[src/rtl/bp_burst_to_lite_pkg.sv]
// Shared types and helpers for the burst-to-Lite reassembler: FSM states,
// BedRock memory message types and the header field widths.
package bp_burst_to_lite_pkg;

    localparam int msg_type_width_gp = 4;
    localparam int subop_width_gp    = 4;
    localparam int msg_size_width_gp = 3;

    typedef enum logic [1:0] {
        e_ready,
        e_data,
        e_out
    } bp_burst_to_lite_state_e;

    typedef enum logic [msg_type_width_gp-1:0] {
        e_bedrock_mem_rd    = 4'd0,
        e_bedrock_mem_wr    = 4'd1,
        e_bedrock_mem_uc_rd = 4'd2,
        e_bedrock_mem_uc_wr = 4'd3
    } bp_bedrock_mem_type_e;

    // Header layout, LSB first: msg_type, subop, addr, size, payload.
    function automatic int bedrock_header_width(input int paddr_width, input int payload_width);
        return msg_type_width_gp + subop_width_gp + paddr_width + msg_size_width_gp + payload_width;
    endfunction

    // A size code of s means 2^s bytes; even a sub-beat message occupies one beat.
    function automatic int size_to_beats(input logic [msg_size_width_gp-1:0] size, input int beat_bytes);
        int beats;
        beats = (1 << size) / beat_bytes;
        return (beats < 1) ? 1 : beats;
    endfunction

endpackage

[src/rtl/bp_burst_to_lite_sipo.sv]
// Serial-in parallel-out beat collector: a beat counter plus the wide data
// register that each accepted beat is written into at the counter's slot.
module bp_burst_to_lite_sipo #(
    parameter int width_p = 64,
    parameter int els_p   = 8,
    localparam int cnt_width_lp = $clog2(els_p + 1)
) (
    input  logic                        clk,
    input  logic                        reset_n,
    input  logic                        clear,
    input  logic                        beat_v,
    input  logic [width_p-1:0]          beat,
    input  logic [cnt_width_lp-1:0]     len,
    output logic                        last,
    output logic [width_p*els_p-1:0]    word
);

    logic [cnt_width_lp-1:0]  cnt_r;
    logic [width_p*els_p-1:0] data_r;

    always_ff @(posedge clk or negedge reset_n) begin
        if (!reset_n) begin
            cnt_r  <= '0;
            data_r <= '0;
        end else if (clear) begin
            cnt_r  <= '0;
            data_r <= '0;
        end else if (beat_v) begin
            for (int i = 0; i < els_p; i++) begin
                if (cnt_r == cnt_width_lp'(i))
                    data_r[i*width_p +: width_p] <= beat;
            end
            cnt_r <= cnt_r + cnt_width_lp'(1);
        end
    end

    // len is the index of the final beat, so the flag fires on that beat's handshake.
    assign last = beat_v & (cnt_r == len);
    assign word = data_r;

endmodule

[src/rtl/bp_burst_to_lite.sv]
// Reassembles a BedRock burst (header + narrow beats) into one wide Lite message.
// Optional BP_BURST_TO_LITE_REPLICATE_EN replicates sub-width payloads across the output.
module bp_burst_to_lite
    import bp_burst_to_lite_pkg::*;
#(
    parameter int paddr_width_p    = 40,
    parameter int in_data_width_p  = 64,
    parameter int out_data_width_p = 512,
    parameter int payload_width_p  = 8,
    parameter logic [(1<<msg_type_width_gp)-1:0] payload_mask_p = '0,
    localparam int in_msg_header_width_lp = bedrock_header_width(paddr_width_p, payload_width_p),
    localparam int out_msg_width_lp       = in_msg_header_width_lp + out_data_width_p
) (
    input  logic                              clk_i,
    input  logic                              reset_n_i,
    input  logic [in_msg_header_width_lp-1:0] in_msg_header_i,
    input  logic                              in_msg_header_v_i,
    output logic                              in_msg_header_ready_and_o,
    input  logic [in_data_width_p-1:0]        in_msg_data_i,
    input  logic                              in_msg_data_v_i,
    output logic                              in_msg_data_ready_and_o,
    output logic [out_msg_width_lp-1:0]       out_msg_o,
    output logic                              out_msg_v_o,
    input  logic                              out_msg_ready_and_i
);

    localparam int burst_words_lp = out_data_width_p / in_data_width_p;
    localparam int cnt_width_lp   = $clog2(burst_words_lp + 1);
    localparam int beat_bytes_lp  = in_data_width_p / 8;
    localparam int size_lsb_lp    = msg_type_width_gp + subop_width_gp + paddr_width_p;

    bp_burst_to_lite_state_e           state;
    logic [in_msg_header_width_lp-1:0] header_r;
    logic                              header_ready_r, data_ready_r, out_v_r;
    logic                              header_hs, data_hs, last;
    logic [cnt_width_lp-1:0]           len;
    logic [out_data_width_p-1:0]       word, out_data;
    logic [msg_type_width_gp-1:0]      in_type;

    function automatic logic [cnt_width_lp-1:0] last_index(input logic [msg_size_width_gp-1:0] size);
        int beats;
        beats = size_to_beats(size, beat_bytes_lp);
        if (beats > burst_words_lp)
            beats = burst_words_lp;
        return cnt_width_lp'(beats - 1);
    endfunction

    assign header_hs = in_msg_header_v_i & header_ready_r;
    assign data_hs   = in_msg_data_v_i & data_ready_r;
    assign in_type   = in_msg_header_i[msg_type_width_gp-1:0];
    assign len       = last_index(header_r[size_lsb_lp +: msg_size_width_gp]);

    bp_burst_to_lite_sipo #(
        .width_p (in_data_width_p),
        .els_p   (burst_words_lp)
    ) sipo (
        .clk     (clk_i),
        .reset_n (reset_n_i),
        .clear   (header_hs),
        .beat_v  (data_hs),
        .beat    (in_msg_data_i),
        .len     (len),
        .last    (last),
        .word    (word)
    );

    always_ff @(posedge clk_i or negedge reset_n_i) begin
        if (!reset_n_i) begin
            state          <= e_ready;
            header_r       <= '0;
            header_ready_r <= 1'b1;
            data_ready_r   <= 1'b0;
            out_v_r        <= 1'b0;
        end else begin
            case (state)
                e_ready: if (in_msg_header_v_i) begin
                    header_r       <= in_msg_header_i;
                    header_ready_r <= 1'b0;
                    if (payload_mask_p[in_type]) begin
                        state        <= e_data;
                        data_ready_r <= 1'b1;
                    end else begin
                        state   <= e_out;
                        out_v_r <= 1'b1;
                    end
                end
                e_data: if (last) begin
                    state        <= e_out;
                    data_ready_r <= 1'b0;
                    out_v_r      <= 1'b1;
                end
                e_out: if (out_msg_ready_and_i) begin
                    state          <= e_ready;
                    out_v_r        <= 1'b0;
                    header_ready_r <= 1'b1;
                end
                default: state <= e_ready;
            endcase
        end
    end

`ifdef BP_BURST_TO_LITE_REPLICATE_EN
    // Beat counts are powers of two, so output word j mirrors received word (j mod beats).
    always_comb begin
        out_data = '0;
        for (int j = 0; j < burst_words_lp; j++) begin
            for (int k = 0; k < burst_words_lp; k++) begin
                if (cnt_width_lp'(k) == (cnt_width_lp'(j) & len))
                    out_data[j*in_data_width_p +: in_data_width_p] = word[k*in_data_width_p +: in_data_width_p];
            end
        end
    end
`else
    assign out_data = word;
`endif

    assign in_msg_header_ready_and_o = header_ready_r;
    assign in_msg_data_ready_and_o   = data_ready_r;
    assign out_msg_v_o               = out_v_r;
    assign out_msg_o                 = {out_data, header_r};

`ifndef SYNTHESIS
    a_width_multiple: assert property (@(posedge clk_i) disable iff (!reset_n_i)
        (out_data_width_p % in_data_width_p) == 0);
    a_size_fits: assert property (@(posedge clk_i) disable iff (!reset_n_i)
        header_hs |-> size_to_beats(in_msg_header_i[size_lsb_lp +: msg_size_width_gp], beat_bytes_lp) <= burst_words_lp);
`endif

endmodule

[config.mk]
export PLATFORM = sky130hd
export DESIGN_NAME = bp_burst_to_lite
export DESIGN_NICKNAME = d
export VERILOG_FILES = /design/src/rtl/bp_burst_to_lite_pkg.sv /design/src/rtl/bp_burst_to_lite_sipo.sv /design/src/rtl/bp_burst_to_lite.sv
export SDC_FILE = /design/constraint.sdc
export NUM_CORES = 1
export LEC_CHECK = 0
export BUFFER_PORTS_ARGS = -buffer_cell sky130_fd_sc_hd__buf_2
export CORE_AREA = 2 2 277 279
export DETAILED_ROUTE_END_ITERATION = 12
export DIE_AREA = 0 0 279 281
export SETUP_SLACK_MARGIN = 0.02
export SLEW_MARGIN = 20
export SYNTH_ARGS = -nofsm -noshare
export SYNTH_HDL_FRONTEND = slang
export SYNTH_SLANG_ARGS = --single-unit
export TNS_END_PERCENT = 1
[constraint.sdc]
create_clock -name clk_i -period 1.8 [get_ports clk_i]
set_clock_uncertainty 0.2 [all_clocks]
set_input_delay 0.18 -clock clk_i [delete_from_list [all_inputs] [get_ports clk_i]]
set_output_delay 0.18 -clock clk_i [all_outputs]
set_load 0.005 [all_outputs]
**Word-level counts from Yosys, hierarchy flattened**

Memories as Yosys holds them, arrays and structs flattened.
Index checks and enable logic that the tools add are counted.

- Memories: 1
- Input port bits: 128
- Bits in registers: 580
- Bits in read-only memories: 16
- Word-level logic and storage cells: 101

Memories:

| name | depth | width | read ports | clocked after Yosys merged registers in | write ports | line | source |
|---|---|---|---|---|---|---|---|
| (no name shown) | 16 | 1 | 1 | 0 | 0 | bp_burst_to_lite.sv:79 | `if (payload_mask_p[in_type]) begin` |

- Mux-type cells: 32
- Shift operators: 1
- Eq/ne operators: 15
- Reductions and logical operators: 28
- $lt $le $gt $ge: 3
- Add/subtract/negate cells: 3
- Bitwise gates (word level): 4

Operators by type and width:

| kind | number |
|---|---|
| $mux 512 | 2 |
| $mux 64 | 8 |
| $add 32x1->32 | 1 |
| $gt 32x5->1 const B | 1 |
| $lt 32x2->1 const B | 1 |
| $mux 32 | 1 |
| $shl 1x3->32 const A | 1 |
| $reduce_bool 2->1 | 11 |
| $reduce_and 2->1 | 9 |
| $eq 4x3->1 const B | 4 |
| $mux 4 | 3 |
| $mux 1 | 10 |
| $ne 2x2->1 const B | 5 |
| $eq 4x2->1 const B | 2 |
| $mux 2 | 4 |
| $pmux 2 s3 | 1 |
| $reduce_and 3->1 | 2 |
| $lt 4x5->1 const B | 1 |
| $reduce_and 5->1 | 1 |
| $add 4x1->4 const B | 1 |
| $and 1x1->1 | 4 |
| $eq 4x1->1 const B | 1 |
| $eq 4x4->1 | 1 |
| $logic_not 4->1 | 1 |
| 9 further kinds | 10 |

**Depth between registers and ports, before layout**

- Word-level depth: 13
- Depth in mapped cells: 5

**Hierarchy**

A second synthesis with hierarchy kept.

- Cells, all modules: 2470
- Area, all modules: 24856.3 um2

By module, submodules not included:

| module | seq. area each (um2) | area each (um2) | cells each | instances |
|---|---|---|---|---|
| bp_burst_to_lite_sipo | 12912.4 | 22467.8 | 2328 | 1 |
| bp_burst_to_lite | 1527.7 | 2388.5 | 142 | 1 |

**Worst setup path before layout**

Ideal clock, no wire load.

- Path kind: register to register
- Start point: register out_msg_v_o (netlist name)
- End point: register header_r[10]
- Clock period less this slack: 1.561 ns
- Data required time: 1.475 ns
- Arrival time: 1.236 ns
- Setup time: 0.125 ns
- Path buffers: 3
- Setup slack: 0.239 ns
- Cell stages (with the launch flop): 6
- Cell sequence: dfrtp_1 nor2b_1 buf_6 buf_6 buf_8 mux2_4

RTL lines:

| element | line | source |
|---|---|---|
| end signal: assignment | bp_burst_to_lite.sv:77 | `header_r <= in_msg_header_i;` |
| end: declaration | bp_burst_to_lite.sv:33 | `logic [in_msg_header_width_lp-1:0] header_r;` |

==> qor.txt <==
Max Cap Viol - 0
WP buf/inv - 1
First-pass GRT wire length - 29.0 mm
Worst Path Arrival - 1.31 ns
Hold Path Class - input pin to asynchronous set/reset pin
Clock root buffer - clkbuf_16
Clk slew on worst S/H paths - 0.07 ns
Setup violators final - 0
Pre-CTS setup slack - 0.165 ns
Period utilisation layout - 94.0%
Most frequent cells in the layout - buf_2, dfrtp_1, and2_1, dlygate4sd3_1, mux2_2
Global route overflow - 0
Top area cells in the synthesized netlist - buf_4, dfrtp_1, mux2_2, and2_1, mux2_4
Max Buffers Root-to-Sink - 2
PortBufs - 635
PnR worst setup slack - 0.108 ns
Share of cells above drive strength 1 - 74.3%
Synth area leader - buf_4
Avg Inst Size Synth - 10.8 um2
CTS tree - built
Slowest cell on the critical path - dfrtp_1
Routability cong. - 0.707
Core area - 75400 um2
Number of DRC markers in iteration 0 - 101
Most common cell after layout, fill and taps aside - buf_2
Synth warn - 0
CTS Sinks - 125
Final instance area - 10000 um2
Final core utilization - 13.3%
Largest net degree at the start of global routing - 74
Mapped Nets - 846
Worst setup SP type - register
Post-CTS Setup Bufs - 0
Die Y-Extent - 281 um
Least-Margin Pin Slew - 0.535 ns
Post-synthesis register bit count - 125
Antenna violations before repair - 3
DR vias - 5154
Worst-Skew Late Latency - 0.46 ns
Setup TNS Final - 0 ns
LEAKAGE - 6.03 nW
Total track usage - 5.40%
Critical path required time - 1.42 ns
DRT Wirelength - 22.6 mm
Die width - 279 um
Worst-path fanout max - 9
Min Tclk post-route - 1.69 ns
Maximum vdd drop - 0.000562 V
Ports - 702
DR pass1 iterations - 4
Post-synthesis mux area share - 9.08%
Area grow syn2layout - 29.6%
Row cnt - 101
Post-synthesis compound-gate area fraction - 0.194%
Slew Viols, Final - 0
Synth Area in XOR/XNOR - 0%
Power Density - 826 nW/um2
DIE AREA - 78400 um2
Residual DRC - 0
Hold Violations, Final - 0
Max Clock Freq - 0.591 GHz
Outcome - finished clean
CTS H-Tree Depth - 4
Num CTS Buffers - 17
Simple-gate area share of the yosys netlist - 5.36%
Synth cell types - 16
CP cell instances - buf_2
Post-Synth Adder-Cell Area - 0%
Kind of cell adding the most delay to the critical path - flip-flops
Seq/Total Area, Yosys - 40.5%
RSZ-0062 raised after global routing - false
Post-detailed-route wirelength per cell - 11.5 um
Worst slew margin - 64.3%
Syn Std Cell Area - 7730 um2
Endpoint class of the critical path - output port
Top cell type's share of synthesized area - 44.0%
DR vias/cell - 2.61
Post-DP HPWL - 16.7 mm
Final ANT Viol Nets - 0
Largest family of logic cells by synthesized area - buffers and inverters
Critical path's largest stage delay - 0.64 ns
CP Class - register to output port
Starting Density - 10.2%
Vias in the first global route - 4312
Nets - 1107
Cells after Synth - 718
Placed cell count - 1875
Area after detailed placement - 8780 um2
Fin cells - 1972
-- metal layers --
metal  vias up  share of wire, %  track usage (%)
met1      2419                38             5.36
met3        34               9.1             2.56
met4         0               3.7             3.68
met5         -                 0                0
li1       2316                 -                -
met2       385                49             8.98
-- path summary, 6_finish.rpt --
path,end,slack [ns],depth (start not counted),startpoint
max,out_msg_o[416],0.11,1,sipo.word[485]
min,header_r[37],0.04,3,reset_n_i
max reg2reg,header_r[16],0.17,3,out_msg_v_o
min reg2reg,header_r[10],0.30,1,header_r[10]
max in group asynchronous,sipo.word[484],0.83,3,reset_n_i
min in group clk_i,header_r[2],0.27,3,in_msg_header_i[2]
-- cell type report --
cell class	count	area [um2]
diodes	2	5.00
clock buffers	18	439
clock inverters	14	155
fillers	8478	65400
inverters	1	3.75
multi-input cells	130	1140
flip-flops and latches	125	3130
well taps	978	1220
repair buffers	704	3910
-- power breakdown --
group          switching [mW]  internal [mW]  total (mW)
clock network            1.55           2.09        3.64
logic                   0.557          0.728        1.28
registers               0.183           3.17        3.35
-- cell usage after synthesis --
library cell,number
a21oi_1,1
and2_1,64
buf_4,453
buf_6,2
buf_8,1
clkbuf_1,6
conb_1,1
dfrtp_1,124
dfstp_2,1
inv_1,1
mux2_2,49
mux2_4,10
nand2_1,1
nor2_1,1
nor2b_1,1
o21ai_0,2
-- kinds of logic after synthesis --
group,count (synthesis)
compound gates,3
mux,59
buf+inv,463
other cells,1
flops,125
simple gates,67
-- per-stage QoR --
stage,total power [mW],hold slack [ns]
final,8.27,0.0440
after global routing,8.77,0.0558
after CTS,8.55,0.0158
after detailed placement,4.59,-0.0212
after global placement,4.57,-0.0259
after floorplan,3.90,-0.316
-- sequential cells by signal, indices dropped and copies added, names as in the netlist --
register	flops
header_r	59
in_msg_header_ready_and_o	1
out_msg_v_o	1
sipo.word	64
-- repair_timing --
| item | 4_1_cts | 5_1_grt |
|---|---|---|
| endpoints found under the setup margin | 8 | 1 |
| hold endpoints to repair | 186 | 0 |
| hold buffers | 63 | 0 |
| gates resized for setup | 1 | 2 |
Power figures use the tool's default switching activity.
